===== src/rtl/universal_shift_register.sv =====
// Universal shift register: parallel load/clear, shift, rotate and arithmetic shift,
// with multi-step commands executed one bit per cycle under a valid/ready handshake.
module universal_shift_register #(
    parameter int                 WIDTH       = 8,
    parameter int                 CW          = 4,
    parameter logic [WIDTH-1:0]   RESET_VALUE = {WIDTH{1'b0}}
) (
    input  logic             clk,
    input  logic             rst,
    input  logic             cmd_valid,
    output logic             cmd_ready,
    input  logic [2:0]       cmd_op,
    input  logic [CW-1:0]    cmd_count,
    input  logic [WIDTH-1:0] load_data,
    input  logic             serial_in_left,
    input  logic             serial_in_right,
    output logic [WIDTH-1:0] q,
    output logic             serial_out_msb,
    output logic             serial_out_lsb,
    output logic             busy,
    output logic             done
);

    localparam logic [2:0] OP_NOP   = 3'b000;
    localparam logic [2:0] OP_LOAD  = 3'b001;
    localparam logic [2:0] OP_SHL   = 3'b010;
    localparam logic [2:0] OP_SHR   = 3'b011;
    localparam logic [2:0] OP_ROL   = 3'b100;
    localparam logic [2:0] OP_ROR   = 3'b101;
    localparam logic [2:0] OP_ASR   = 3'b110;
    localparam logic [2:0] OP_CLEAR = 3'b111;

    typedef enum logic {
        IDLE = 1'b0,
        RUN  = 1'b1
    } state_t;

    state_t           state_r;
    logic [2:0]       op_r;
    logic [CW-1:0]    remaining_r;
    logic [WIDTH-1:0] q_r;
    logic             busy_r;
    logic             done_r;

    // One single-bit step of a shift/rotate opcode; non-step opcodes hold the value.
    function automatic logic [WIDTH-1:0] step_fn(
        input logic [2:0]       op,
        input logic [WIDTH-1:0] val,
        input logic             sil,
        input logic             sir
    );
        logic [WIDTH-1:0] res;
        case (op)
            OP_SHL:  res = {val[WIDTH-2:0], sil};
            OP_SHR:  res = {sir, val[WIDTH-1:1]};
            OP_ROL:  res = {val[WIDTH-2:0], val[WIDTH-1]};
            OP_ROR:  res = {val[0], val[WIDTH-1:1]};
            OP_ASR:  res = {val[WIDTH-1], val[WIDTH-1:1]};
            default: res = val;
        endcase
        return res;
    endfunction

    // Command acceptance, per-step execution and completion pulse.
    always_ff @(posedge clk) begin
        if (!rst) begin
            state_r     <= IDLE;
            op_r        <= OP_NOP;
            remaining_r <= {CW{1'b0}};
            q_r         <= RESET_VALUE;
            busy_r      <= 1'b0;
            done_r      <= 1'b0;
        end else begin
            done_r <= 1'b0;
            case (state_r)
                IDLE: begin
                    if (cmd_valid) begin
                        case (cmd_op)
                            OP_NOP: begin
                                done_r <= 1'b1;
                            end
                            OP_LOAD: begin
                                q_r    <= load_data;
                                done_r <= 1'b1;
                            end
                            OP_CLEAR: begin
                                q_r    <= {WIDTH{1'b0}};
                                done_r <= 1'b1;
                            end
                            default: begin
                                // Shift/rotate: the first step lands on the acceptance edge.
                                if (cmd_count == {CW{1'b0}}) begin
                                    done_r <= 1'b1;
                                end else begin
                                    q_r         <= step_fn(cmd_op, q_r, serial_in_left, serial_in_right);
                                    remaining_r <= cmd_count - CW'(1);
                                    op_r        <= cmd_op;
                                    if (cmd_count == CW'(1)) begin
                                        done_r <= 1'b1;
                                    end else begin
                                        state_r <= RUN;
                                        busy_r  <= 1'b1;
                                    end
                                end
                            end
                        endcase
                    end else begin
                        done_r <= 1'b0;
                    end
                end
                RUN: begin
                    q_r <= step_fn(op_r, q_r, serial_in_left, serial_in_right);
                    if (remaining_r == CW'(1)) begin
                        remaining_r <= {CW{1'b0}};
                        state_r     <= IDLE;
                        busy_r      <= 1'b0;
                        done_r      <= 1'b1;
                    end else begin
                        remaining_r <= remaining_r - CW'(1);
                    end
                end
                default: begin
                    state_r <= IDLE;
                    busy_r  <= 1'b0;
                end
            endcase
        end
    end

    assign cmd_ready      = ~busy_r;
    assign q              = q_r;
    assign serial_out_msb = q_r[WIDTH-1];
    assign serial_out_lsb = q_r[0];
    assign busy           = busy_r;
    assign done           = done_r;

endmodule


===== config.mk =====
export PLATFORM = sky130hd
export DESIGN_NAME = universal_shift_register
export DESIGN_NICKNAME = d
export VERILOG_FILES = /design/src/rtl/universal_shift_register.sv
export SDC_FILE = /design/constraint.sdc
export NUM_CORES = 1
export LEC_CHECK = 0
export CAP_MARGIN = 10
export CELL_PAD_IN_SITES_DETAIL_PLACEMENT = 2
export CELL_PAD_IN_SITES_GLOBAL_PLACEMENT = 2
export CORE_ASPECT_RATIO = 0.8
export CORE_UTILIZATION = 30
export CTS_CLUSTER_DIAMETER = 40
export DETAILED_ROUTE_END_ITERATION = 12
export MAX_ROUTING_LAYER = met4
export PLACE_DENSITY_LB_ADDON = 0.15
export SLEW_MARGIN = 30
export SYNTH_ARGS = -nofsm -noshare
export SYNTH_HDL_FRONTEND = slang
export SYNTH_SLANG_ARGS = --single-unit

===== constraint.sdc =====
create_clock -name clk -period 2.5 [get_ports clk]
set_input_delay 0.375 -clock clk [delete_from_list [all_inputs] [get_ports clk]]
set_output_delay 0.375 -clock clk [all_outputs]
set_load 0.03 [all_outputs]

Yosys cells after proc, flatten, opt, wreduce, memory -nomap -nowiden

Cells that the tools add are included.

Flip-flop bits (word level): 18
Bits in latches: 0
Memory bits (writable): 0
ROM bits: 0
Bits of input ports: 20
Word-level logic and storage cells: 77
Memories: 0

Add/sub/neg operators: 2
Multipliers: 0
Div/mod/pow operators: 0
$lt $le $gt $ge: 0
Eq/ne operators: 27
Shift-type cells: 0
Multiplexer cells: 29
Bitwise gates (word level): 4
Reductions and logical operators: 8

Operators with widths:

| cell                                                                     | count |
|---|---|
| 8-bit case mux with 5 select lines                                       | 2 |
| 8-bit case mux with 3 select lines                                       | 1 |
| 3-bit == test (second input constant)                                    | 7 |
| 4-bit two-way mux                                                        | 4 |
| 8-bit two-way mux                                                        | 2 |
| 8-bit case mux with 2 select lines                                       | 1 |
| 1-bit two-way mux                                                        | 15 |
| 3-bit by 2-bit == test with 1-bit output (second input constant)         | 4 |
| 2-bit inequality test (second input constant)                            | 6 |
| 5-bit AND reduction                                                      | 2 |
| 4-bit by 1-bit == test with 1-bit output (second input constant)         | 2 |
| 8-bit by 1-bit inequality test with 1-bit output (second input constant) | 1 |
| 4-bit case mux with 2 select lines                                       | 1 |
| 4-bit by 1-bit subtractor with 4-bit output (second input constant)      | 2 |
| 7-bit by 1-bit inequality test with 1-bit output (second input constant) | 1 |
| 7-bit AND reduction                                                      | 1 |
| 6-bit by 1-bit inequality test with 1-bit output (second input constant) | 1 |
| 1-bit case mux with 2 select lines                                       | 3 |
| 5-bit by 1-bit inequality test with 1-bit output (second input constant) | 1 |
| 4-bit logical NOT                                                        | 1 |
| 4-bit by 2-bit inequality test with 1-bit output (second input constant) | 1 |
| 4-bit inequality test (second input constant)                            | 1 |
| 1-bit NOT                                                                | 4 |
| 4-bit AND reduction                                                      | 1 |
| 5 further kinds                                                          | 5 |

Depth between registers and ports, before layout

Gate-level depths: netlist of the first run.

Word-level depth: 6
Mapped depth: 8
Depth with buffers taken out: 7

Worst setup path before layout of the first run

No wires, ideal clock.

Path kind: input port to flip-flop
From: input cmd_count[1]
To: register q_r[5] (netlist: q[5])
Setup time: 0.133 ns
Arrival time: 1.720 ns
Required time: 2.367 ns
Slack: 0.647 ns
Stages on the path: 8
Buffers on the path: 1
Path through: inv_1 -> ha_1 -> or3b_4 -> o21a_4 -> a211oi_4 -> buf_6 -> a221o_2 -> a21oi_2

Cells in the longest elaborated chain, start to end: 3

RTL lines:

| element                                                           | RTL line | text |
|---|---|---|
| from (decl)                                                       | 13       | `input logic [CW-1:0] cmd_count,` |
| 4-bit logical NOT                                                 | 92       | `if (cmd_count == {CW{1'b0}}) begin` |
| 4-bit by 2-bit inequality test with 1-bit output (no source line) | --       |  |
| 5-bit AND reduction (no source line)                              | --       |  |
| to (signal assigned)                                              | 87       | `q_r <= {WIDTH{1'b0}};` |
| to (signal assigned)                                              | 95       | `q_r <= step_fn(cmd_op, q_r, serial_in_left, serial_in_right);` |
| to (signal assigned)                                              | 112      | `q_r <= step_fn(op_r, q_r, serial_in_left, serial_in_right);` |
| to (decl)                                                         | 41       | `logic [WIDTH-1:0] q_r;` |

No other way between the ends.
A chain may end at the register's enable or synchronous reset.

Worst setup path in the final report of the first run

From: input cmd_count[1]
To: register q_r[2] (netlist: q[2])

Same word-level chain as after synthesis.

==> impl_metrics.json, run 1 <==
{
  "n_antenna_cell": 0,
  "ys_async_sr_fraction_pct": 0,
  "cts_tree": "done",
  "numPortBuffers": 32,
  "relSlewSlack_pct": 60.1,
  "hold_viol": 0,
  "synth_nets": 221,
  "min_period_ns": 2.13,
  "drv_cap": 0,
  "num-nets-final": 251,
  "cts_num_sinks": 18,
  "clock_path_buffers": 2,
  "rsz0062_at_grt": "no",
  "path_class": "input port to flip-flop",
  "ys_ff_latch": 18,
  "grt_first_pass_wirelength_um": 9240,
  "area_delta_synth_final_pct": 24.4,
  "cp.required_ns": 2.65,
  "cts-buffers-inserted": 3,
  "status": "complete, but fails checks",
  "die_height_um": 68.3,
  "hpwl_um": 4530,
  "vdd_drop_max_mv": 0.246,
  "rows": 23,
  "drc": 1,
  "drive_gt1_share_pct": 15.5,
  "vias_per_cell": 5.67,
  "p_leak_nw": 0.730,
  "start_kind": "input port",
  "core_mm2": 0.00515,
  "hold_buffers": 0,
  "clk_pin_slew_ns": 0.09,
  "netlist_instances": 197,
  "fin_area_mm2": 0.00205,
  "wl_um": 5890,
  "first_iter_violations": 81,
  "firstDrtPassIters": 8,
  "post_cts_buffers": 0,
  "synth_cell_types": 54,
  "crit_arrival_ns": 2.28,
  "p_per_area_mw_per_mm2": 496,
  "setup_viol": 0,
  "pin_count": 33,
  "die-width_um": 84.9,
  "ctsResizeCount": 0,
  "finalClockSkew_ns": 0.00881,
  "synth_edf_count": 0,
  "placed_area_mm2": 0.00199,
  "final_common_cell": "clkdlybuf4s50_1",
  "grt_pass1_vias": 1679,
  "die_area_mm2": 0.00580,
  "hold_path_class": "flip-flop to flip-flop",
  "wire_per_inst_um": 20.5,
  "antenna_found_initial": 0,
  "mostFrequentLayoutCells": "clkdlybuf4s50_1, nand2_1, dfxtp_1",
  "worstSkewPairLatency_ns": 0.27,
  "violations": "design-rule violations",
  "vias": 1632,
  "synth_flop_cell": "dfxtp_1",
  "crit_path_end_kind": "flip-flop",
  "syn_area_mm2": 0.00165,
  "grt_overflow_total": 0,
  "syn_area_per_cell_um2": 8.36,
  "utilization_pct": 39.8,
  "htreeDepth": 1,
  "postRouteAntennaNets": 0,
  "drv_slew": 0,
  "setup_tns_ns": 0,
  "crit_fanout": 14,
  "ys_warn_count": 0,
  "yosysSeqAreaShare_pct": 21.9,
  "grt_usage_pct": 21.7,
  "grt_max_degree": 17,
  "gp_congestion": 0.803,
  "fmax_ghz": 0.469,
  "clk_root_buffer_cell": "clkbuf_8",
  "initial_core_util_pct": 32.0,
  "fin_crit_sh_pct": 85.3,
  "worstMarginPinSlew_ns": 0.597
}
-- power breakdown --
part           switching [mW]  internal (mW)
clock                   0.118          0.140
sequential             0.0461          0.313
combinational           0.215          0.184
-- layer usage --
layer / wire length [um] / up-vias / part of all wire [%] / track usage [%]
met1: 2890 / 819 / 49 / 27.8
met4: 28 / 0 / 0.48 / 2.33
met2: 2790 / 31 / 47 / 37.3
met3: 181 / 4 / 3.1 / 3.74
met5: 0 / - / 0 / -
li1: - / 778 / - / -
-- kinds of logic after synthesis --
logic type / Yosys count / synth area share (%)
buf+inv: 26 / 10.7
fa+ha+maj: 5 / 3.64
compound gates: 69 / 33.3
xor+xnor: 4 / 3.27
mux: 12 / 7.44
flops: 18 / 21.9
simple gates: 63 / 19.8
-- registers in the layout, summed over array words and instances (netlist names) --
signal and flops:
q 8, op_r 3, state_r 1, remaining_r 4
busy 1, done 1
-- cells in the mapped netlist (4+ instances only) --
master,instances,area (um2)
a21oi_1,13,65.1
a21oi_2,7,61.3
a221o_2,4,45.0
a221oi_1,6,52.6
buf_4,10,75.1
dfxtp_1,18,360
ha_1,4,50.1
inv_1,8,30.0
mux2i_1,10,100
nand2_1,27,101
nand2b_1,8,50.1
nor2_1,9,33.8
nor2b_1,5,31.3
o21ai_0,6,30.0
o22ai_1,7,43.8
-- cell type report --
class / instances / area, um2
inverters: 8 / 30.0
clock buffers: 4 / 55.1
flip-flops and latches: 18 / 360
well taps: 62 / 77.6
fillers: 577 / 3100
multi-input cells: 153 / 1110
repair buffers: 43 / 415
-- critical path: stages --
cell and delay [ns]:
clkdlybuf4s50_1 0.42, inv_1 0.09, ha_1 0.18, or3b_4 0.40, o21a_4 0.15, a211oi_4 0.29, buf_12 0.18, or3_1 0.13
a21oi_2 0.05
-- final timing paths --
path	endpoint	depth (start not counted)	slack (ns)	start
worst max register to register	q[2]	6	0.53	state_r
worst min register to register	busy	2	0.49	busy
worst min-delay path	busy	2	0.49	busy
worst max-delay path	q[2]	9	0.37	cmd_count[1]
-- through the flow --
step	worst slack [ns]	std cells	total power [mW]	hold slack, ns
after floorplan	0.647	197	0.623	0.451
after global placement	0.169	284	0.742	0.466
after detailed placement	0.0748	284	0.763	0.485
after CTS	0.352	288	1.03	0.500
after global routing	0.245	288	1.06	0.513
final	0.367	288	1.02	0.490
Note: power is estimated with default switching activity, not from simulation.
==> inputs of run 2 (changes only) <==
--- a/config.mk
+++ b/config.mk
@@ -9,7 +9,7 @@
 export CELL_PAD_IN_SITES_DETAIL_PLACEMENT = 2
 export CELL_PAD_IN_SITES_GLOBAL_PLACEMENT = 2
 export CORE_ASPECT_RATIO = 0.8
-export CORE_UTILIZATION = 30
+export CORE_UTILIZATION = 29
 export CTS_CLUSTER_DIAMETER = 40
 export DETAILED_ROUTE_END_ITERATION = 12
 export MAX_ROUTING_LAYER = met4
==> run 2 against run 1 <==
  * The flow now finishes without violations
  * Clock power shrank 19%
  * Wire length shrank 1.0%
  * Design area is essentially flat
  * Count of clock-buffer cells in the layout fell by 1
  * Total power decreased by 4.9%
  * Critical endpoint is now q[6]
==> impl_metrics.json, run 2 (synthesized netlist as in run 1, its figures left out) <==
{
  "antenna_found_initial": 0,
  "clock_path_buffers": 2,
  "largest_reg_flops": 8,
  "gp_congestion": 0.749,
  "dpl.cell_count": 301,
  "power.internal_mw": 0.602,
  "clk_pin_slew_ns": 0.07,
  "reg2reg_depth": 5,
  "crit_arrival_ns": 2.29,
  "path_delay_family": "buffers and inverters",
  "placed_area_mm2": 0.00201,
  "ctsResizeCount": 0,
  "grt_usage_pct": 21.5,
  "crit_path_end_kind": "flip-flop",
  "vdd_drop_max_mv": 0.227,
  "crit_buf_inv": 3,
  "start_kind": "input port",
  "holdCritStartpoint": "busy",
  "stdcell_count": 304,
  "grt_first_pass_wirelength_um": 9610,
  "vias_per_cell": 5.42,
  "num-nets-final": 252,
  "fin_area_mm2": 0.00205,
  "cts_tree": "done",
  "hpwl_um": 4490,
  "die-width_um": 86.3,
  "swShare_pct": 37.8,
  "drc": 0,
  "firstDrtPassIters": 4,
  "r2r_slack_ns": 0.58,
  "pin_count": 33,
  "cp.required_ns": 2.63,
  "setup_viol": 0,
  "mostFrequentLayoutCells": "clkdlybuf4s50_1, nand2_1, dfxtp_1",
  "slowest_stage": "clkdlybuf4s50_1",
  "worst_r2r_endpoint": "q[4]",
  "post_cts_buffers": 0,
  "hold_viol": 0,
  "vias": 1648,
  "finalClockSkew_ns": 0.000663,
  "drv_cap": 0,
  "fin_crit_sh_pct": 86.5,
  "core_mm2": 0.00547,
  "cts_num_sinks": 18,
  "relSlewSlack_pct": 64.3,
  "min_period_ns": 2.16,
  "first_iter_violations": 57,
  "hold_path_depth": 2,
  "drive_gt1_share_pct": 15.5,
  "clkPwrFrac_pct": 21.5,
  "initial_core_util_pct": 30.2,
  "numPortBuffers": 32,
  "n_antenna_cell": 0,
  "cts-buffers-inserted": 3,
  "r2r_start": "op_r[1]",
  "n_fill_cell": 645,
  "cp_slowest_stage_delay_ns": 0.43,
  "grt_max_degree": 17,
  "p_per_area_mw_per_mm2": 471,
  "htreeDepth": 1,
  "postRouteAntennaNets": 0,
  "worstSkewPairLatency_ns": 0.25,
  "grt_overflow_total": 0,
  "path_class": "input port to flip-flop",
  "crit_fanout": 14,
  "worstPathCellList": "clkdlybuf4s50_1, inv_1, ha_1, or3b_4, o21a_4, a211oi_4, buf_4, a221o_1, a21oi_1",
  "holdPathEnd": "busy",
  "setup_tns_ns": 0,
  "fmax_ghz": 0.462,
  "seqPwrFrac_pct": 37.0,
  "grt_pass1_vias": 1764,
  "power.switching_mw": 0.365,
  "hold_buffers": 0,
  "worstMarginPinSlew_ns": 0.535,
  "status": "finished, final reports clean",
  "p_leak_nw": 0.723,
  "wire_per_inst_um": 19.2,
  "area_delta_synth_final_pct": 24.4,
  "die_height_um": 69.4,
  "rsz0062_at_grt": "no",
  "drv_slew": 0,
  "rows": 24,
  "final_common_cell": "clkdlybuf4s50_1",
  "die_area_mm2": 0.00599,
  "wl_um": 5830,
  "clk_root_buffer_cell": "clkbuf_8",
  "hold_path_class": "flip-flop to flip-flop",
  "pwr-share-comb_pct": 41.4
}
[run 2: cell count changes in the layout (fill, tap and decap cells not counted), sizes merged]
| cell | previous run | this run |
|---|---|---|
| buf | 11 | 12 |
| clkbuf | 4 | 3 |
[run 2: worst max path at each step]
stage | startpoint | endpoint | slack [ns] | depth (start not counted)
finish | cmd_count[1] | q[6] | 0.34 | 9
global placement | cmd_count[1] | q[6] | 0.16 | 9
floorplan | cmd_count[1] | q[5] | 0.65 | 8
global route | cmd_count[1] | q[6] | 0.27 | 9
CTS | cmd_count[1] | q[6] | 0.34 | 9
detailed placement | cmd_count[1] | q[4] | 0.08 | 9
[run 2: layout make-up]
type / instances / area (um2) / area share, %
Inverter: 8 / 30.0 / 1.46
Multi-Input combinational cell: 153 / 1110 / 54.2
Timing Repair Buffer: 44 / 410 / 20.0
Sequential cell: 18 / 360 / 17.6
Clock buffer: 3 / 41.3 / 2.01
Tap cell: 78 / 97.6 / 4.76
[run 2: per-layer routing]
layer  up-vias  share of wire [%]  track usage (%)
met3         4                3.6             2.74
met1       816                 48             29.4
li1        785                  -                -
met4         0               0.72             4.44
met2        43                 48             34.2
met5         -                  0                -
[run 2: power groups by stage]
stage / sequential (mW) / clock, mW / combinational [mW]
6_report: 0.358 / 0.208 / 0.400
3_5_place_dp: 0.364 / 0 / 0.400
5_1_grt: 0.363 / 0.227 / 0.432
3_3_place_gp: 0.360 / 0 / 0.380
2_1_floorplan: 0.367 / 0 / 0.257
4_1_cts: 0.358 / 0.216 / 0.403
[run 2: through the flow]
step	util [%]	hold WS (ns)	worst slack, ns	power, mW
CTS	37.5	0.495	0.339	0.977
global placement	36.8	0.461	0.158	0.741
detailed placement	36.8	0.485	0.0844	0.764
finish	37.5	0.484	0.337	0.967
global route	37.5	0.535	0.273	1.02
floorplan	-	0.451	0.647	0.623
[run 2: worst reg2reg max path, stage by stage (launching register included)]
cell     delay, ns
dfxtp_1       0.61
maj3_1        0.43
o22ai_1       0.12
a31o_1        0.19
a221o_2       0.38
a21oi_2       0.12
==> inputs of run 3 (changes only) <==
--- a/config.mk
+++ b/config.mk
@@ -6,14 +6,15 @@
 export NUM_CORES = 1
 export LEC_CHECK = 0
 export CAP_MARGIN = 10
-export CELL_PAD_IN_SITES_DETAIL_PLACEMENT = 2
+export CELL_PAD_IN_SITES_DETAIL_PLACEMENT = 1
 export CELL_PAD_IN_SITES_GLOBAL_PLACEMENT = 2
 export CORE_ASPECT_RATIO = 0.8
 export CORE_UTILIZATION = 29
 export CTS_CLUSTER_DIAMETER = 40
 export DETAILED_ROUTE_END_ITERATION = 12
+export HOLD_SLACK_MARGIN = 0.05
 export MAX_ROUTING_LAYER = met4
-export PLACE_DENSITY_LB_ADDON = 0.15
+export PLACE_DENSITY = 0.88
 export SLEW_MARGIN = 30
 export SYNTH_ARGS = -nofsm -noshare
 export SYNTH_HDL_FRONTEND = slang
==> run 3 against run 2 <==
  * Non-clock buffer count rose by 2
  * First-iteration DRC count rose by 39%
  * Total power rose by 3.2%
  * Critical path type unchanged
  * Critical endpoint unchanged
  * Largest cell class unchanged
  * Largest power group unchanged
==> impl_metrics.json, run 3 (synthesized netlist as in run 1, its figures left out) <==
{
  "gp_congestion": 0.764,
  "hold_path_class": "flip-flop to flip-flop",
  "vias": 1585,
  "postRouteAntennaNets": 0,
  "r2r_slack_ns": 0.64,
  "clk_root_buffer_cell": "clkbuf_8",
  "largest_reg_flops": 8,
  "hpwl_um": 3550,
  "p_leak_nw": 0.745,
  "cts_tree": "done",
  "vdd_drop_max_mv": 0.182,
  "clock_path_buffers": 2,
  "die-width_um": 86.3,
  "clk_pin_slew_ns": 0.08,
  "grt_overflow_total": 0,
  "firstDrtPassIters": 4,
  "worstMarginPinSlew_ns": 0.530,
  "htreeDepth": 1,
  "reg2reg_depth": 5,
  "worstSkewPairLatency_ns": 0.26,
  "drc": 0,
  "pre_cts_slack_ns": 0.160,
  "start_kind": "input port",
  "first_iter_violations": 79,
  "cts-buffers-inserted": 3,
  "cts_num_sinks": 18,
  "fmax_ghz": 0.482,
  "crit_arrival_ns": 2.22,
  "stdcell_count": 307,
  "worst_r2r_endpoint": "q[4]",
  "post_cts_buffers": 0,
  "setup_tns_ns": 0,
  "vias_per_cell": 5.16,
  "drive_gt1_share_pct": 16.6,
  "die_height_um": 69.4,
  "grt_usage_pct": 17.1,
  "wl_um": 4660,
  "drv_cap": 0,
  "worstPathCellList": "clkdlybuf4s50_1, inv_1, ha_1, or3b_4, o21a_4, a211oi_4, buf_12, a221o_1, a21oi_1",
  "crit_fanout": 14,
  "area_delta_synth_final_pct": 27.0,
  "cp_slowest_stage_delay_ns": 0.41,
  "cp.required_ns": 2.65,
  "final_common_cell": "clkdlybuf4s50_1",
  "hold_buffers": 0,
  "path_class": "input port to flip-flop",
  "num-nets-final": 254,
  "mostFrequentLayoutCells": "clkdlybuf4s50_1, nand2_1, dfxtp_1",
  "drv_slew": 0,
  "finalPower_mw": 0.998,
  "initial_core_util_pct": 30.2,
  "utilization_pct": 38.3,
  "die_area_mm2": 0.00599,
  "min_period_ns": 2.07,
  "antenna_found_initial": 0,
  "relSlewSlack_pct": 64.7,
  "rows": 24,
  "hold_viol": 0,
  "grt_max_degree": 18,
  "ctsResizeCount": 0,
  "fin_ws_ns": 0.427,
  "crit_path_end_kind": "flip-flop",
  "status": "finished, final reports clean",
  "grt_first_pass_wirelength_um": 8050,
  "p_per_area_mw_per_mm2": 477,
  "pin_count": 33,
  "setup_viol": 0,
  "slowest_stage": "clkdlybuf4s50_1",
  "grt_pass1_vias": 1595,
  "r2r_start": "op_r[1]",
  "core_mm2": 0.00547,
  "crit_end": "q[6]",
  "dpl.cell_count": 303,
  "numPortBuffers": 32,
  "wire_per_inst_um": 15.2,
  "fin_crit_sh_pct": 82.9,
  "n_antenna_cell": 0,
  "finalClockSkew_ns": 0.0107,
  "n_fill_cell": 677,
  "cp-startpoint": "cmd_count[1]",
  "rsz0062_at_grt": "no"
}
## run 3: metrics by stage
| stage | instance area [um2] | hold WS [ns] |
|---|---|---|
| 2_1_floorplan | 1650 | 0.451 |
| 3_3_place_gp | 2040 | 0.472 |
| 3_5_place_dp | 2040 | 0.484 |
| 4_1_cts | 2090 | 0.495 |
| 5_1_grt | 2090 | 0.554 |
| 6_report | 2090 | 0.495 |
## run 3: per-layer routing
metal	GRT usage, %	share of wire (%)	vias up
li1	-	-	791
met1	24.4	53	761
met2	25.6	42	31
met3	2.26	3.6	2
met4	3.89	0.49	0
met5	-	0	-
## run 3: worst min path at each step
stage,slack [ns],to,start,cells past startpoint
2_1_floorplan,0.45,remaining_r[3],remaining_r[3],2
3_3_place_gp,0.47,busy,busy,2
3_5_place_dp,0.48,busy,busy,2
4_1_cts,0.50,busy,busy,2
5_1_grt,0.55,remaining_r[3],remaining_r[3],2
6_report,0.49,busy,busy,2
## run 3: cell type report
class	instances	area, um2	area share [%]
Multi-Input combinational cell	153	1110	53.1
Clock buffer	4	55.1	2.63
Tap cell	78	97.6	4.67
Timing Repair Buffer	46	438	20.9
Sequential cell	18	360	17.2
Inverter	8	30.0	1.44
## run 3: worst max-delay path: cells and delay by family
kind	cells	cell delay (ns)
AND/OR/NAND/NOR	1	0.40
adder cells (fa/ha/maj)	1	0.18
AO/OA/AOI/OAI	4	0.59
buffers and inverters	3	0.67
## run 3: report_power, final
| group | total [mW] | switching, mW | internal [mW] |
|---|---|---|---|
| clock network | 0.251 | 0.111 | 0.140 |
| registers | 0.352 | 0.0386 | 0.313 |
| logic | 0.395 | 0.206 | 0.189 |
| total | 0.998 | 0.356 | 0.642 |
==> edit (flow settings as in run 2) <==
Reset style: asynchronous (`rst`), changed in one clocked block.
--- a/src/rtl/universal_shift_register.sv
+++ b/src/rtl/universal_shift_register.sv
@@ -62,7 +62,7 @@
     endfunction
 
     // Command acceptance, per-step execution and completion pulse.
-    always_ff @(posedge clk) begin
+    always_ff @(posedge clk or negedge rst) begin
         if (!rst) begin
             state_r     <= IDLE;
             op_r        <= OP_NOP;
Check against the original RTL: differs if rst is asserted again (counterexample within 4 cycles, from zero or initial values and one cycle with rst low); with rst held inactive, the same outputs for 10 cycles.
==> edit against run 2 <==
Synthesized cell count up 0.51%. Worst hold slack worse by 0.026 ns. Sequential cell count unchanged. Setup slack lost 0.024 ns. Wire length is 1.9% lower. Non-clock buffer count shrank 4. Area after synthesis is 4.0% higher. Final area rose by 5.7%. Critical path type unchanged. Critical endpoint is now q[6]. Highest routed layer unchanged.
Power is not compared: it rests on default switching activity, and its combinational part moved more than twofold at a synthesized area within 25%.
==> edit: results <==
[placed_design]
hpwl_um = 4320
placed_area_mm2 = 0.00211
place_ws_ns = 0.0250

[critical_path]
worstReg2RegEnd = "q[4]"
slowest_delay_ns = 0.45
rr_startpoint = "op_r[1]"
crit_family = "simple AND/OR/NAND/NOR gates"
cp.arrival_ns = 2.34
endpoint = "q[6]"
cp_max_fo = 7

[sta]
skew_ns = 0.00209
whs_ns = 0.458
setup_slack_ns = 0.314
slew_headroom = 0.528

[cells_and_area]
regArea_um2 = 450
num-nonclk-inverters = 9
nets = 250
final-clk-cell-share = 0.0254
sh_seq_area = 0.208
clkbuf_count = 4
fillers = 649
drive_gt1_frac = 0.133
multiInputGateArea_mm2 = 0.00114
final_cells = 303
buf_share = 0.181
signal_buffers = 40

[detailed_routing]
drtIter0Drc = 44
drt-total-wl_um = 5720
drt-vias-per-instance = 5.37

[power_and_ir_drop]
total_power_w = 0.00273

[logic_synthesis]
synthXorXnorAreaFrac = 0.0299
synth_mux_area_frac = 0.135
synthFlopType = "dfrtp_1"
syn_avg_cell_area_um2 = 8.66
synth-compound-area-share = 0.275
synth.net_count = 222
yosys-top-cells-count = "a21oi_1 (21), dfrtp_1 (18), nand2_1 (11)"
ys_async_sr_fraction = 1.00

[global_routing]
grt_pass1_wl_um = 9400
grt_util_all_layers = 0.206

[run_status]
status = "finished, final reports clean"

[worst_hold_path]
hp-class = "in -> async"
-- edit: cell count changes after synthesis, moves of 6 or more --
cell / delta
buf_2: +7
a21oi_1: +8
dfxtp_1: -18
nand2_1: -16
dfrtp_1: +18
o22ai_1: -6
-- edit: per-layer routing --
layer / global-route usage / wire length, um / up-vias / share of wire
met4: 0.0583 / 78 / 0 / 0.014
met5: - / 0 / - / 0
met2: 0.330 / 2710 / 28 / 0.47
met3: 0.0257 / 123 / 7 / 0.021
met1: 0.273 / 2810 / 812 / 0.49
li1: - / - / 780 / -
-- edit: cell families (layout without fill, tap and decap cells) --
logic type / count (synthesis) / in the layout
AOI/OAI and AO/OA: 70 / 70
xor gates and xnor gates: 5 / 5
adders and majority gates: 5 / 5
buffers and inverters: 26 / 53
DFF: 18 / 18
muxes: 20 / 20
and+or+nand+nor: 54 / 54
